[src/rtl/uart_pkg.sv]
// Shared types and limits for the UART TX arbiter slice.
package uart_pkg;

    typedef enum logic [1:0] {
        ARB_IDLE,
        ARB_HOLD,
        ARB_WAIT
    } tx_arb_state_t;

    localparam int TX_ARB_MAX_REQ = 8;

endpackage

[src/rtl/uart_tx_rr_pick.sv]
// Combinational round-robin picker: first valid index strictly after ptr, wrapping.
module uart_tx_rr_pick
    import uart_pkg::*;
#(
    parameter int NUM_REQ = 2,
    parameter int PTR_W   = 1
) (
    input  logic [NUM_REQ-1:0] valid,
    input  logic [PTR_W-1:0]   ptr,
    output logic [NUM_REQ-1:0] pick,
    output logic               any
);

    logic [PTR_W:0]         shamt;
    logic [2*NUM_REQ-1:0]   dbl_valid;
    logic [NUM_REQ-1:0]     rot_valid;
    logic [NUM_REQ-1:0]     rot_pick;

    // Rotate so bit 0 is the index just after ptr, isolate the lowest set bit, rotate back.
    assign shamt     = {1'b0, ptr} + (PTR_W+1)'(1);
    assign dbl_valid = {valid, valid};
    assign rot_valid = NUM_REQ'(dbl_valid >> shamt);
    assign rot_pick  = rot_valid & (~rot_valid + NUM_REQ'(1));
    assign pick      = NUM_REQ'(({rot_pick, rot_pick} << shamt) >> NUM_REQ);
    assign any       = |valid;

endmodule

[src/rtl/uart_tx_arbiter.sv]
// Packet-granular round-robin arbiter feeding TX_Escape's byte/command write port.
// Optional idle-owner release is built when UART_TX_ARB_TIMEOUT_EN is defined.
module uart_tx_arbiter
    import uart_pkg::*;
#(
    parameter int NUM_REQ        = 2,
    parameter int TIMEOUT_CYCLES = 1024
) (
    input  logic                   CLK_I,
    input  logic                   RST_I,
    input  logic [NUM_REQ-1:0]     REQ_VALID_I,
    input  logic [8*NUM_REQ-1:0]   REQ_DATA_I,
    input  logic [NUM_REQ-1:0]     REQ_CMD_I,
    input  logic [NUM_REQ-1:0]     REQ_LAST_I,
    output logic [NUM_REQ-1:0]     REQ_READY_O,
    input  logic                   TX_READY_I,
    output logic                   WRITE_O,
    output logic [7:0]             DATA_SEND_O,
    output logic                   WRITE_COMMAND_O,
    output logic [7:0]             COMMAND_O,
    output logic [NUM_REQ-1:0]     GRANT_O,
    output logic                   TIMEOUT_O
);

    localparam int PTR_W = $clog2(NUM_REQ);

    tx_arb_state_t        state_reg, state_next;
    logic [NUM_REQ-1:0]   grant_reg, grant_next;
    logic [PTR_W-1:0]     ptr_reg, ptr_next;
    logic [PTR_W-1:0]     owner_reg, owner_next;
    logic                 last_reg, last_next;
    logic                 guard_reg, guard_next;
    logic                 write_reg, write_next;
    logic                 write_cmd_reg, write_cmd_next;
    logic [7:0]           data_reg, data_next;
    logic [7:0]           cmd_byte_reg, cmd_byte_next;
    logic                 timeout_reg, timeout_next;

    logic [NUM_REQ-1:0]   pick;
    logic                 any;
    logic [PTR_W-1:0]     pick_idx;
    logic                 owner_valid, owner_cmd, owner_last;
    logic [7:0]           owner_data;
    logic                 accept;
    logic                 expire;

    uart_tx_rr_pick #(
        .NUM_REQ (NUM_REQ),
        .PTR_W   (PTR_W)
    ) u_pick (
        .valid (REQ_VALID_I),
        .ptr   (ptr_reg),
        .pick  (pick),
        .any   (any)
    );

    always_comb begin
        pick_idx = '0;
        for (int i = 0; i < NUM_REQ; i++) begin
            if (pick[i]) pick_idx = PTR_W'(i);
        end
    end

    // Mux the owner's request lines using the one-hot grant.
    always_comb begin
        owner_valid = 1'b0;
        owner_cmd   = 1'b0;
        owner_last  = 1'b0;
        owner_data  = '0;
        for (int i = 0; i < NUM_REQ; i++) begin
            if (grant_reg[i]) begin
                owner_valid = REQ_VALID_I[i];
                owner_cmd   = REQ_CMD_I[i];
                owner_last  = REQ_LAST_I[i];
                owner_data  = REQ_DATA_I[8*i +: 8];
            end
        end
    end

    genvar gi;
    generate
        for (gi = 0; gi < NUM_REQ; gi++) begin : g_ready
            assign REQ_READY_O[gi] = (state_reg == ARB_HOLD) && grant_reg[gi]
                                     && REQ_VALID_I[gi] && TX_READY_I;
        end
    endgenerate

    assign accept = |REQ_READY_O;

`ifdef UART_TX_ARB_TIMEOUT_EN
    localparam int CNT_W = $clog2(TIMEOUT_CYCLES + 1);

    logic [CNT_W-1:0] idle_cnt_reg, idle_cnt_next;

    // Counts only consecutive HOLD cycles with the owner silent; any other cycle clears it.
    always_comb begin
        idle_cnt_next = '0;
        expire        = 1'b0;
        if (state_reg == ARB_HOLD && !owner_valid) begin
            if (idle_cnt_reg == CNT_W'(TIMEOUT_CYCLES - 1)) begin
                expire = 1'b1;
            end else begin
                idle_cnt_next = idle_cnt_reg + CNT_W'(1);
            end
        end
    end

    always_ff @(posedge CLK_I or posedge RST_I) begin
        if (RST_I) begin
            idle_cnt_reg <= '0;
        end else begin
            idle_cnt_reg <= idle_cnt_next;
        end
    end
`else
    assign expire = 1'b0;
`endif

    always_comb begin
        state_next     = state_reg;
        grant_next     = grant_reg;
        ptr_next       = ptr_reg;
        owner_next     = owner_reg;
        last_next      = last_reg;
        guard_next     = 1'b0;
        write_next     = 1'b0;
        write_cmd_next = 1'b0;
        data_next      = data_reg;
        cmd_byte_next  = cmd_byte_reg;
        timeout_next   = 1'b0;
        case (state_reg)
            ARB_IDLE: begin
                if (any) begin
                    grant_next = pick;
                    owner_next = pick_idx;
                    state_next = ARB_HOLD;
                end
            end
            ARB_HOLD: begin
                if (accept) begin
                    last_next  = owner_last;
                    guard_next = 1'b1;
                    state_next = ARB_WAIT;
                    if (owner_cmd) begin
                        write_cmd_next = 1'b1;
                        cmd_byte_next  = owner_data;
                    end else begin
                        write_next = 1'b1;
                        data_next  = owner_data;
                    end
                end else if (expire) begin
                    timeout_next = 1'b1;
                    ptr_next     = owner_reg;
                    grant_next   = '0;
                    state_next   = ARB_IDLE;
                end
            end
            ARB_WAIT: begin
                // TX_READY_I is still showing the pre-write level during the strobe cycle.
                if (!guard_reg && TX_READY_I) begin
                    if (last_reg) begin
                        ptr_next   = owner_reg;
                        grant_next = '0;
                        state_next = ARB_IDLE;
                    end else begin
                        state_next = ARB_HOLD;
                    end
                end
            end
            default: begin
                state_next = ARB_IDLE;
                grant_next = '0;
            end
        endcase
    end

    always_ff @(posedge CLK_I or posedge RST_I) begin
        if (RST_I) begin
            state_reg     <= ARB_IDLE;
            grant_reg     <= '0;
            ptr_reg       <= PTR_W'(NUM_REQ - 1);
            owner_reg     <= '0;
            last_reg      <= 1'b0;
            guard_reg     <= 1'b0;
            write_reg     <= 1'b0;
            write_cmd_reg <= 1'b0;
            data_reg      <= '0;
            cmd_byte_reg  <= '0;
            timeout_reg   <= 1'b0;
        end else begin
            state_reg     <= state_next;
            grant_reg     <= grant_next;
            ptr_reg       <= ptr_next;
            owner_reg     <= owner_next;
            last_reg      <= last_next;
            guard_reg     <= guard_next;
            write_reg     <= write_next;
            write_cmd_reg <= write_cmd_next;
            data_reg      <= data_next;
            cmd_byte_reg  <= cmd_byte_next;
            timeout_reg   <= timeout_next;
        end
    end

    assign WRITE_O         = write_reg;
    assign DATA_SEND_O     = data_reg;
    assign WRITE_COMMAND_O = write_cmd_reg;
    assign COMMAND_O       = cmd_byte_reg;
    assign GRANT_O         = grant_reg;
    assign TIMEOUT_O       = timeout_reg;

endmodule

[config.mk]
export PLATFORM = sky130hd
export DESIGN_NAME = uart_tx_arbiter
export DESIGN_NICKNAME = d
export VERILOG_FILES = /design/src/rtl/uart_pkg.sv /design/src/rtl/uart_tx_rr_pick.sv /design/src/rtl/uart_tx_arbiter.sv
export SDC_FILE = /design/constraint.sdc
export NUM_CORES = 1
export LEC_CHECK = 0
export BUFFER_PORTS_ARGS = -buffer_cell sky130_fd_sc_hd__buf_2
export CORE_MARGIN = 10
export CORE_UTILIZATION = 41
export DETAILED_ROUTE_END_ITERATION = 10
export HOLD_SLACK_MARGIN = 0.06
export PLACE_DENSITY = 0.76
export SYNTH_ARGS = -nofsm -noshare
export SYNTH_HDL_FRONTEND = slang
export SYNTH_SLANG_ARGS = --single-unit
[constraint.sdc]
create_clock -name CLK_I -period 4.4 [get_ports CLK_I]
set_input_delay 0.66 -clock CLK_I [delete_from_list [all_inputs] [get_ports CLK_I]]
set_output_delay 0.66 -clock CLK_I [all_outputs]
set_load 0.1 [all_outputs]
Yosys cells after proc, flatten, opt, wreduce, memory -nomap -nowiden --
Index checks and enable logic that the tools add are counted.
Operators by class: equal/unequal tests 6, multiplexer cells 24, reduce and logical (&&, ||, !) cells 18, shift-type cells 2, bitwise gates (word level) 4, add/subtract/negate cells 2
Operators with widths (count):
- $mux 8 | 2
- $mux 1 | 14
- $mux 2 | 6
- $pmux 2 s3 | 2
- $reduce_and 3->1 | 4
- $ne 2x2->1 const B | 4
- $logic_and 1x1->1 | 7
- $reduce_and 2->1 | 2
- $reduce_and 4->1 | 1
- $reduce_or 2->1 | 2
- $shl 4x2->4 | 1
- $shr 4x2->2 | 1
- $add 1x1->2 const B | 1
- $add 2x1->2 const B | 1
- $and 2x2->2 | 1
- $eq 2x1->1 const B | 1
- $eq 2x2->1 const B | 1
- $logic_not 2->1 | 1
- $not 1->1 | 2
- $not 2->2 | 1
- $logic_not 1->1 | 1
Storage, ports and cells: output and inout bits 23, input bits 25, logic and storage cells 66, flip-flop bits (word level) 26

Logic depth before layout (Yosys ltp) --
Gate-level depths: netlist of run 1.
depth in word-level cells 8, depth in mapped cells 5, mapped depth without buffers 3

By module --
From an unflattened synthesis of run 1, not the netlist that was laid out.
Second synthesis, totals: cell total of the unflattened synthesis 99, area, all modules 1221.2 um2
By module, submodules not included:
- uart_tx_arbiter | cells each 95, area each 1196.1 um2, seq. area each 651.9 um2, times used 1
- uart_tx_rr_pick | cells each 4, area each 25.0 um2, seq. area each 0.0 um2, times used 1

Worst setup path after synthesis of run 1 --
OpenSTA, ideal clock, no wires.
kind register -> output, start reg grant_reg[1] (netlist: GRANT_O[1]), end out REQ_READY_O[1], path buffers 2, setup slack 1.465 ns, stages on the path, launching flop included 4, data required time 3.740 ns, arrival time 2.275 ns, cell sequence dfrtp_1 > buf_4 > clkbuf_1 > and3_1
On the way: longest elaborated chain between the ends 3
Ends and longest elaborated chain:
- start, declared | RTL line uart_tx_arbiter.sv:28 | logic [NUM_REQ-1:0] grant_reg, grant_next;
- start signal, assigned | RTL line uart_tx_arbiter.sv:192 | grant_reg <= grant_next;
- $logic_and 1x1->1 | RTL line uart_tx_arbiter.sv:83 | assign REQ_READY_O[gi] = (state_reg == ARB_HOLD) && grant_reg[gi]
- $logic_and 1x1->1 (2 in a row) | RTL line uart_tx_arbiter.sv:84 | && REQ_VALID_I[gi] && TX_READY_I;
- end, declared | RTL line uart_tx_arbiter.sv:15 | output logic [NUM_REQ-1:0] REQ_READY_O,
No other way between the ends.

Worst setup path after layout of run 1 --
Same ends and word-level chain as after synthesis.

==> results of run 1 <==
## routing by layer
metal	vias to the layer above	GRT usage, %
met3	2	4.60
met1	450	12.9
met2	35	18.6
met5	-	0
met4	0	2.52
li1	451	-
## placed cells by master, fill, tap and decap left out, types with 3 or more instances in the layout
cell and count:
a22o_1 9, nor2b_1 3, mux2_2 18, inv_1 6
buf_2 46, clkbuf_4 3, dfrtp_1 25, nand2_1 4
## final cells by class
class	instances	area, µm²
timing repair buffer	46	230
inverter	6	22.5
clock buffer	3	22.5
multi-input combinational	62	533
fill	260	1280
clock inverter	1	30.0
tap	31	38.8
sequential	26	652
## worst paths after layout
kind                                startpoint              to  slack [ns]
worst min register to register  DATA_SEND_O[4]  DATA_SEND_O[4]        0.52
worst max-delay path                GRANT_O[1]  REQ_READY_O[1]        1.98
worst max register to register      GRANT_O[1]    COMMAND_O[3]        2.32
max in group asynchronous                RST_I    COMMAND_O[6]        3.31
min in group CLK_I              DATA_SEND_O[4]  DATA_SEND_O[4]        0.52
worst min-delay path                     RST_I  DATA_SEND_O[0]        0.52
## through the flow
stage / hold slack, ns / utilization, % / instance area [µm²] / worst slack [ns]
global placement: 0.482 / 52.6 / 1480 / 2.20
floorplan: 0.482 / - / 1230 / 1.46
CTS: 0.525 / 54.5 / 1530 / 1.99
finish: 0.522 / 54.5 / 1530 / 1.98
detailed placement: 0.492 / 52.6 / 1480 / 2.15
global route: 0.538 / 54.5 / 1530 / 1.92
## power by group through the flow
stage / Sequential, W / Combinational [W] / Clock (W)
finish: 0.000239 / 0.0000242 / 0.000160
global route: 0.000239 / 0.0000273 / 0.000175
CTS: 0.000239 / 0.0000247 / 0.000164
detailed placement: 0.000243 / 0.0000247 / 0
global placement: 0.000243 / 0.0000238 / 0
floorplan: 0.000243 / 0.0000109 / 0
## critical path: stages, from the launching register on
cell and delay (ns):
dfrtp_1 0.77, and3_1 0.24, buf_2 0.42
## cells by family (layout without fill, tap and decap cells)
kind of cell           after synthesis  after routing  share of synthesized area [%]
AND/OR/NAND/NOR                     19             19                           10.6
flip-flops                          26             26                           53.0
AO/OA/AOI/OAI                       24             24                           16.0
other                                1              1                          0.305
multiplexers                        18             18                           16.5
buffers and inverters               10             56                           3.66
==> impl_metrics.yaml, run 1 <==
worst_setup_path:
  crit_type: "flop to primary output"
  arrival_ns: 1.76
  crit_required_ns: 3.74
  cp-start-kind: "flop"
  critPathMaxFanout: 19
  cp-end-kind: "primary output"
  worstRegToRegCells: 3
sta:
  fin_crit_ns: 2.42
  clock_skew_ns: 0.00964
  tightest_slew_ns: 0.933
  hold_viol: 0
  slew_violations: 0
  finalSetupViolations: 0
  finalSetupTns_ns: 0
  clock.fmax_mhz: 413
  finalCritPeriodShare_pct: 55.0
  relSlewSlack_pct: 37.7
  rsz0062_at_grt: "no"
placed_design:
  io_buffers: 46
  hpwl_um: 2320
  routabilityCongestion: 0.898
  dpl.cell_count: 171
routing:
  ant_nets: 0
  via_count: 938
  first_pass_iters: 4
  drc_errors: 0
  detail_route.wl_per_cell_um: 16.9
  wl_met1_um: 1250
  via_per_inst: 5.36
  dr.max_layer_used: "met4"
  finalWirelength_um: 2960
  dr_wl_met2_um: 1410
  dr_wl_met3_um: 271
  drtIter0Drc: 52
final_layout:
  nNetsFinal: 170
  layout-drive-gt1-share_pct: 50.7
  synthToLayoutAreaGrowth_pct: 24.3
  final_cells: 175
  antenna_cells: 0
run_status:
  outcome: "completed"
clock_tree:
  clk_pin_slew_worst_paths_ns: 0.14
  hold_buffers: 0
  clockBufferDepth: 2
  clk_latency_ns: 0.32
  cts-root-buf: "clkbuf_4"
  cts_resized: 0
  postCtsSetupBuffers: 0
  tritoncts: "built"
  cts_inserted_buffers: 3
  cts.sinks: 26
  htreeDepth: 1
yosys:
  ys_warn_count: 0
  syn-num-nets: 123
  synth.distinct_cells: 30
  syn_inst: 98
  syn_area_per_cell_um2: 12.6
  ys_async_sr_fraction_pct: 100
  yosysTopAreaCell: "dfrtp_1"
  synth_area_leaders: "dfrtp_1 (51%), mux2_2 (16%), a22o_1 (6.4%)"
  synth_edf_count: 0
  synth-seq-cells: 26
  syn_area_um2: 1230
  yosys-top-cells-count: "dfrtp_1 (25), mux2_2 (18), a22o_1 (9)"
  synthFlopType: "dfrtp_1"
  post-synth-top-area-fraction_pct: 50.9
  synth_most_common_cell: "dfrtp_1"
  synth_seq_area_share_pct: 53.0
grt:
  grt_pass1_vias: 1072
  overflow: 0
  grt_max_degree: 27
  grtUsageTotal_pct: 11.1
  antenna_found_initial: 0
  grt_pass1_wl_um: 4910
power:
  vdd.ir_drop.worst_mv: 0.175
  comb_power_share_pct: 5.7
  power_switching_w: 0.0000835
  p_int_w: 0.000340
  pwr-share-clk_pct: 37.9
  power_w: 0.000424
  p_sw_share_pct: 19.7
  pwr-share-seq_pct: 56.4
  total_leakage_power_nw: 0.863
  p_per_area_nw_per_um2: 277
floorplan:
  die_area_um2: 5590
  initial_core_util_pct: 43.8
  dieWidth_um: 74.8
  row_count: 19
  die_y_um: 74.8
  io_pins: 48
  core_um2: 2810
job:
  cap_violations: 0
min_path:
  hold_path_class: "primary input to asynchronous set/reset pin"
No activity file was read; power rests on OpenSTA's default activity.
==> inputs of run 2 (changes only) <==
--- a/config.mk
+++ b/config.mk
@@ -5,6 +5,7 @@
 export SDC_FILE = /design/constraint.sdc
 export NUM_CORES = 1
 export LEC_CHECK = 0
+export ABC_AREA = 1
 export BUFFER_PORTS_ARGS = -buffer_cell sky130_fd_sc_hd__buf_2
 export CORE_MARGIN = 10
 export CORE_UTILIZATION = 41
==> constraint.sdc (replaced) <==
create_clock -name CLK_I -period 2.3 [get_ports CLK_I]
set_input_delay 0.345 -clock CLK_I [delete_from_list [all_inputs] [get_ports CLK_I]]
set_output_delay 0.345 -clock CLK_I [all_outputs]
set_load 0.1 [all_outputs]
==> impl_metrics.yaml, run 2 <==
clock_tree:
  cts-root-buf: "clkbuf_4"
  tritoncts: "built"
  cts_inserted_buffers: 3
  postCtsSetupBuffers: 0
  clk_pin_slew_worst_paths_ns: 0.15
  clk_latency_ns: 0.33
  clockBufferDepth: 2
  cts.sinks: 26
  htreeDepth: 1
yosys:
  syn-num-nets: 191
  synth_most_common_cell: "nand2_1"
  yosys-top-cells-count: "nand2_1 (73), dfrtp_1 (25), nand3_1 (20)"
  post-synth-top-area-fraction_pct: 49.0
  syn_area_um2: 1280
  synth.distinct_cells: 22
  syn_inst: 166
  synth-seq-cells: 26
  ys_async_sr_fraction_pct: 100
  synthFlopType: "dfrtp_1"
  synth_edf_count: 0
  yosysTopAreaCell: "dfrtp_1"
  synth_area_leaders: "dfrtp_1 (49%), nand2_1 (21%), nand3_1 (7.8%)"
  ys_warn_count: 0
  syn_area_per_cell_um2: 7.70
  synth_seq_area_share_pct: 51.0
final_layout:
  nNetsFinal: 239
  mostFrequentLayoutCells: "nand2_1 (73), buf_2 (46), dfrtp_1 (25)"
  synthToLayoutAreaGrowth_pct: 24.9
  antenna_cells: 0
  final_cells: 257
  n_fill_cell: 299
  final_common_cell: "nand2_1"
  layout-drive-gt1-share_pct: 29.6
power:
  total_leakage_power_nw: 1.00
  p_per_area_nw_per_um2: 517
  pwr-share-clk_pct: 39.0
  power_switching_w: 0.000172
  p_int_w: 0.000652
  power_w: 0.000825
  vdd.ir_drop.worst_mv: 0.212
  pwr-share-seq_pct: 55.6
  p_sw_share_pct: 20.9
  comb_power_share_pct: 5.5
job:
  cap_violations: 0
sta:
  rsz0062_at_grt: "no"
  hold_viol: 0
  finalSetupTns_ns: 0
  finalSetupViolations: 0
  finalCritPeriodShare_pct: 95.1
  fin_crit_ns: 2.19
  clock_skew_ns: 0.00174
  slew_violations: 0
  clock.fmax_mhz: 457
routing:
  via_count: 1149
  finalWirelength_um: 3250
  drtIter0Drc: 72
  detail_route.wl_per_cell_um: 12.6
  ant_nets: 0
  drc_errors: 0
  first_pass_iters: 4
  via_per_inst: 4.47
grt:
  grt_pass1_wl_um: 5050
  overflow: 0
  antenna_found_initial: 0
  grt_max_degree: 27
  grt_pass1_vias: 1148
  grtUsageTotal_pct: 11.4
min_path:
  holdPathStages: 3
  hold_path_class: "primary input to flop"
floorplan:
  die_y_um: 75.8
  die_area_um2: 5750
  dieWidth_um: 75.8
  initial_core_util_pct: 42.2
  row_count: 20
  io_pins: 48
  core_um2: 3030
worst_setup_path:
  critPathMaxFanout: 14
  worstRegToRegCells: 6
  crit_required_ns: 1.96
  reg2reg_setup_slack_ns: 0.59
  cp-start-kind: "flop"
  cp-end-kind: "primary output"
  arrival_ns: 1.84
  crit_type: "flop to primary output"
run_status:
  outcome: "completed"
placed_design:
  routabilityCongestion: 0.909
  io_buffers: 46
  dpl.cell_count: 252
  hpwl_um: 2580
## run 2: cell types whose count changed in the layout (fill, tap and decap cells not counted), sizes merged, moves of 4 or more
cell and change:
nor2 +5, nand3 +20, inv +11, nand2 +75, mux2 -18, a22o -9
o21ai +4
## run 2: kinds of logic after synthesis
logic type / after synthesis / synth area share (%)
AOI/OAI and AO/OA: 9 / 4.01
other: 1 / 0.294
DFF: 26 / 51.0
buffers and inverters: 22 / 7.93
and+or+nand+nor: 108 / 36.7
## run 2: layout make-up
type                       count  area [µm²]  share of cell area [%]
sequential                    26         652                    40.9
timing repair buffer          48         248                    15.5
tap                           44        55.1                    3.45
multi-input combinational    118         524                    32.9
inverter                      17        63.8                    4.00
clock buffer                   3        22.5                    1.41
clock inverter                 1        30.0                    1.88
## run 2: worst paths after layout
path                                start              to
setup / recovery               GRANT_O[1]  REQ_READY_O[1]
setup reg to reg               GRANT_O[1]    COMMAND_O[2]
hold / removal             REQ_VALID_I[0]      GRANT_O[0]
hold reg to reg              COMMAND_O[3]    COMMAND_O[3]
min in group asynchronous           RST_I    state_reg[1]
max in group asynchronous           RST_I         ptr_reg
## run 2: repair_timing
item,4_1_cts,5_1_grt
gates resized for setup,0,0
setup endpoints to repair,0,0
hold buffers,1,0
hold endpoints to repair,25,0
## run 2: through the flow
step	instance area (µm²)	hold slack, ns	setup WS (ns)	utilization, %
4_1_cts	1600	0.302	0.115	52.7
2_1_floorplan	1280	0.384	0.0346	-
3_5_place_dp	1530	0.418	0.508	50.6
6_report	1600	0.300	0.114	52.7
3_3_place_gp	1530	0.411	0.569	50.6
5_1_grt	1600	0.331	0.0327	52.7
## run 2: worst max-delay path: stages (launching register included)
cell and delay, ns:
dfrtp_1 0.64, nand2_1 0.09, nor2_1 0.18, nand2_2 0.11
inv_1 0.06, buf_2 0.42
## run 2: power groups by stage
stage               sequential, W  clock, W  combinational [W]
floorplan                0.000467         0          0.0000177
global placement         0.000467         0          0.0000441
detailed placement       0.000467         0          0.0000442
CTS                      0.000458  0.000324          0.0000456
global route             0.000459  0.000333          0.0000501
finish                   0.000458  0.000321          0.0000450
## run 2: layer usage
layer | global-route usage, % | wire length [µm] | vias to the layer above
met1 | 14.0 | 1390 | 500
met2 | 17.9 | 1560 | 34
li1 | - | - | 608
met4 | 6.19 | 87 | 0
met3 | 2.60 | 213 | 7
met5 | 0 | 0 | -
==> inputs of run 3 (changes only) <==
--- a/config.mk
+++ b/config.mk
@@ -11,7 +11,7 @@
 export CORE_UTILIZATION = 41
 export DETAILED_ROUTE_END_ITERATION = 10
 export HOLD_SLACK_MARGIN = 0.06
-export PLACE_DENSITY = 0.76
+export PLACE_DENSITY = 0.67
 export SYNTH_ARGS = -nofsm -noshare
 export SYNTH_HDL_FRONTEND = slang
 export SYNTH_SLANG_ARGS = --single-unit
==> impl_metrics.yaml, run 3 (synthesized netlist as in run 2, its figures left out) <==
run_status:
  outcome: "completed"
floorplan:
  dieWidth_um: 75.8
  row_count: 20
  core_um2: 3030
  die_area_um2: 5750
  initial_core_util_pct: 42.2
  io_pins: 48
  die_y_um: 75.8
clock_tree:
  postCtsSetupBuffers: 0
  hold_buffers: 1
  htreeDepth: 1
  cts_inserted_buffers: 3
  clk_pin_slew_worst_paths_ns: 0.14
  clockBufferDepth: 2
  tritoncts: "built"
  cts_resized: 0
  clk_latency_ns: 0.33
  cts-root-buf: "clkbuf_4"
  cts.sinks: 26
min_path:
  hold_path_class: "primary input to flop"
  holdPathStages: 3
final_layout:
  synthToLayoutAreaGrowth_pct: 23.6
  nNetsFinal: 239
  mostFrequentLayoutCells: "nand2_1 (73), buf_2 (46), dfrtp_1 (25)"
  final_common_cell: "nand2_1"
  antenna_cells: 0
  layout-drive-gt1-share_pct: 29.6
  n_fill_cell: 309
worst_setup_path:
  worstRegToRegCells: 5
  reg2reg_setup_slack_ns: 0.63
  r2r-start: "GRANT_O[1]"
  cp-end-kind: "primary output"
  r2r_end: "DATA_SEND_O[2]"
  cp-start-kind: "flop"
  crit_required_ns: 1.96
  worstSetupStartpoint: "GRANT_O[1]"
  critPathMaxFanout: 14
  arrival_ns: 1.78
  endpoint: "REQ_READY_O[1]"
  crit_type: "flop to primary output"
grt:
  grt_pass1_vias: 1098
  overflow: 0
  grt_max_degree: 27
  grtUsageTotal_pct: 11.6
  antenna_found_initial: 0
  grt_pass1_wl_um: 5080
sta:
  finalCritPeriodShare_pct: 92.4
  slew_violations: 0
  finalSetupTns_ns: 0
  fin_crit_ns: 2.13
  hold_viol: 0
  rsz0062_at_grt: "no"
  clock_skew_ns: 0.00721
  worst_slack_ns: 0.175
  clock.fmax_mhz: 471
  finalSetupViolations: 0
routing:
  ant_nets: 0
  first_pass_iters: 4
  drtIter0Drc: 81
  drc_errors: 0
  via_count: 1157
  finalWirelength_um: 3250
  detail_route.wl_per_cell_um: 12.6
  via_per_inst: 4.50
power:
  p_per_area_nw_per_um2: 469
  vdd.ir_drop.worst_mv: 0.383
  total_leakage_power_nw: 0.994
placed_design:
  pre_cts_ws_ns: 0.544
  hpwl_um: 2520
  io_buffers: 46
  routabilityCongestion: 0.877
job:
  cap_violations: 0
==> run 3: changes by cell type in the layout (fill, tap and decap cells not counted), sizes merged <==
cell / delta
clkbuf: +1
bufinv: -1
==> run 3: report_power, final <==
| part | internal [W] | switching (W) | leakage [nW] |
|---|---|---|---|
| sequential | 0.000458 | 0.000000183 | 0.348 |
| combinational | 0.0000177 | 0.0000269 | 0.624 |
| clock | 0.0000970 | 0.000141 | 0.0210 |
| total | 0.000573 | 0.000168 | 0.994 |
==> run 3: worst min path at each step <==
stage                        start           end  slack (ns)
floorplan                    RST_I  COMMAND_O[0]        0.38
global placement             RST_I  state_reg[1]        0.41
detailed placement           RST_I  state_reg[1]        0.42
CTS                 REQ_VALID_I[0]    GRANT_O[0]        0.31
global route        REQ_VALID_I[0]    GRANT_O[0]        0.32
finish              REQ_VALID_I[0]    GRANT_O[0]        0.31
==> run 3: layer usage <==
| layer | routed length, µm | GRT usage, % |
|---|---|---|
| met1 | 1370 | 14.1 |
| met2 | 1500 | 18.2 |
| met3 | 362 | 5.47 |
| met4 | 18 | 2.47 |
| met5 | 0 | 0 |
==> run 3: layout make-up <==
type | instances | area, µm² | area share, %
sequential | 26 | 652 | 41.3
multi-input combinational | 118 | 524 | 33.2
timing repair buffer | 48 | 248 | 15.7
inverter | 17 | 63.8 | 4.04
tap | 44 | 55.1 | 3.49
clock buffer | 4 | 36.3 | 2.30
==> run 3: worst max-delay path: stages (launching register included) <==
cell	delay [ns]
dfrtp_1	0.62
nand2_1	0.10
nor2_1	0.16
nand2_2	0.10
inv_1	0.06
buf_2	0.41
==> run 3: metrics by stage <==
stage,power (W),area (µm²),hold slack (ns),utilization [%],cells
2_1_floorplan,0.000485,1280,0.384,-,166
5_1_grt,0.000771,1580,0.324,52.1,257
4_1_cts,0.000750,1580,0.306,52.1,257
6_report,0.000741,1580,0.306,52.1,257
3_5_place_dp,0.000512,1530,0.423,50.6,252
3_3_place_gp,0.000511,1530,0.414,50.6,252
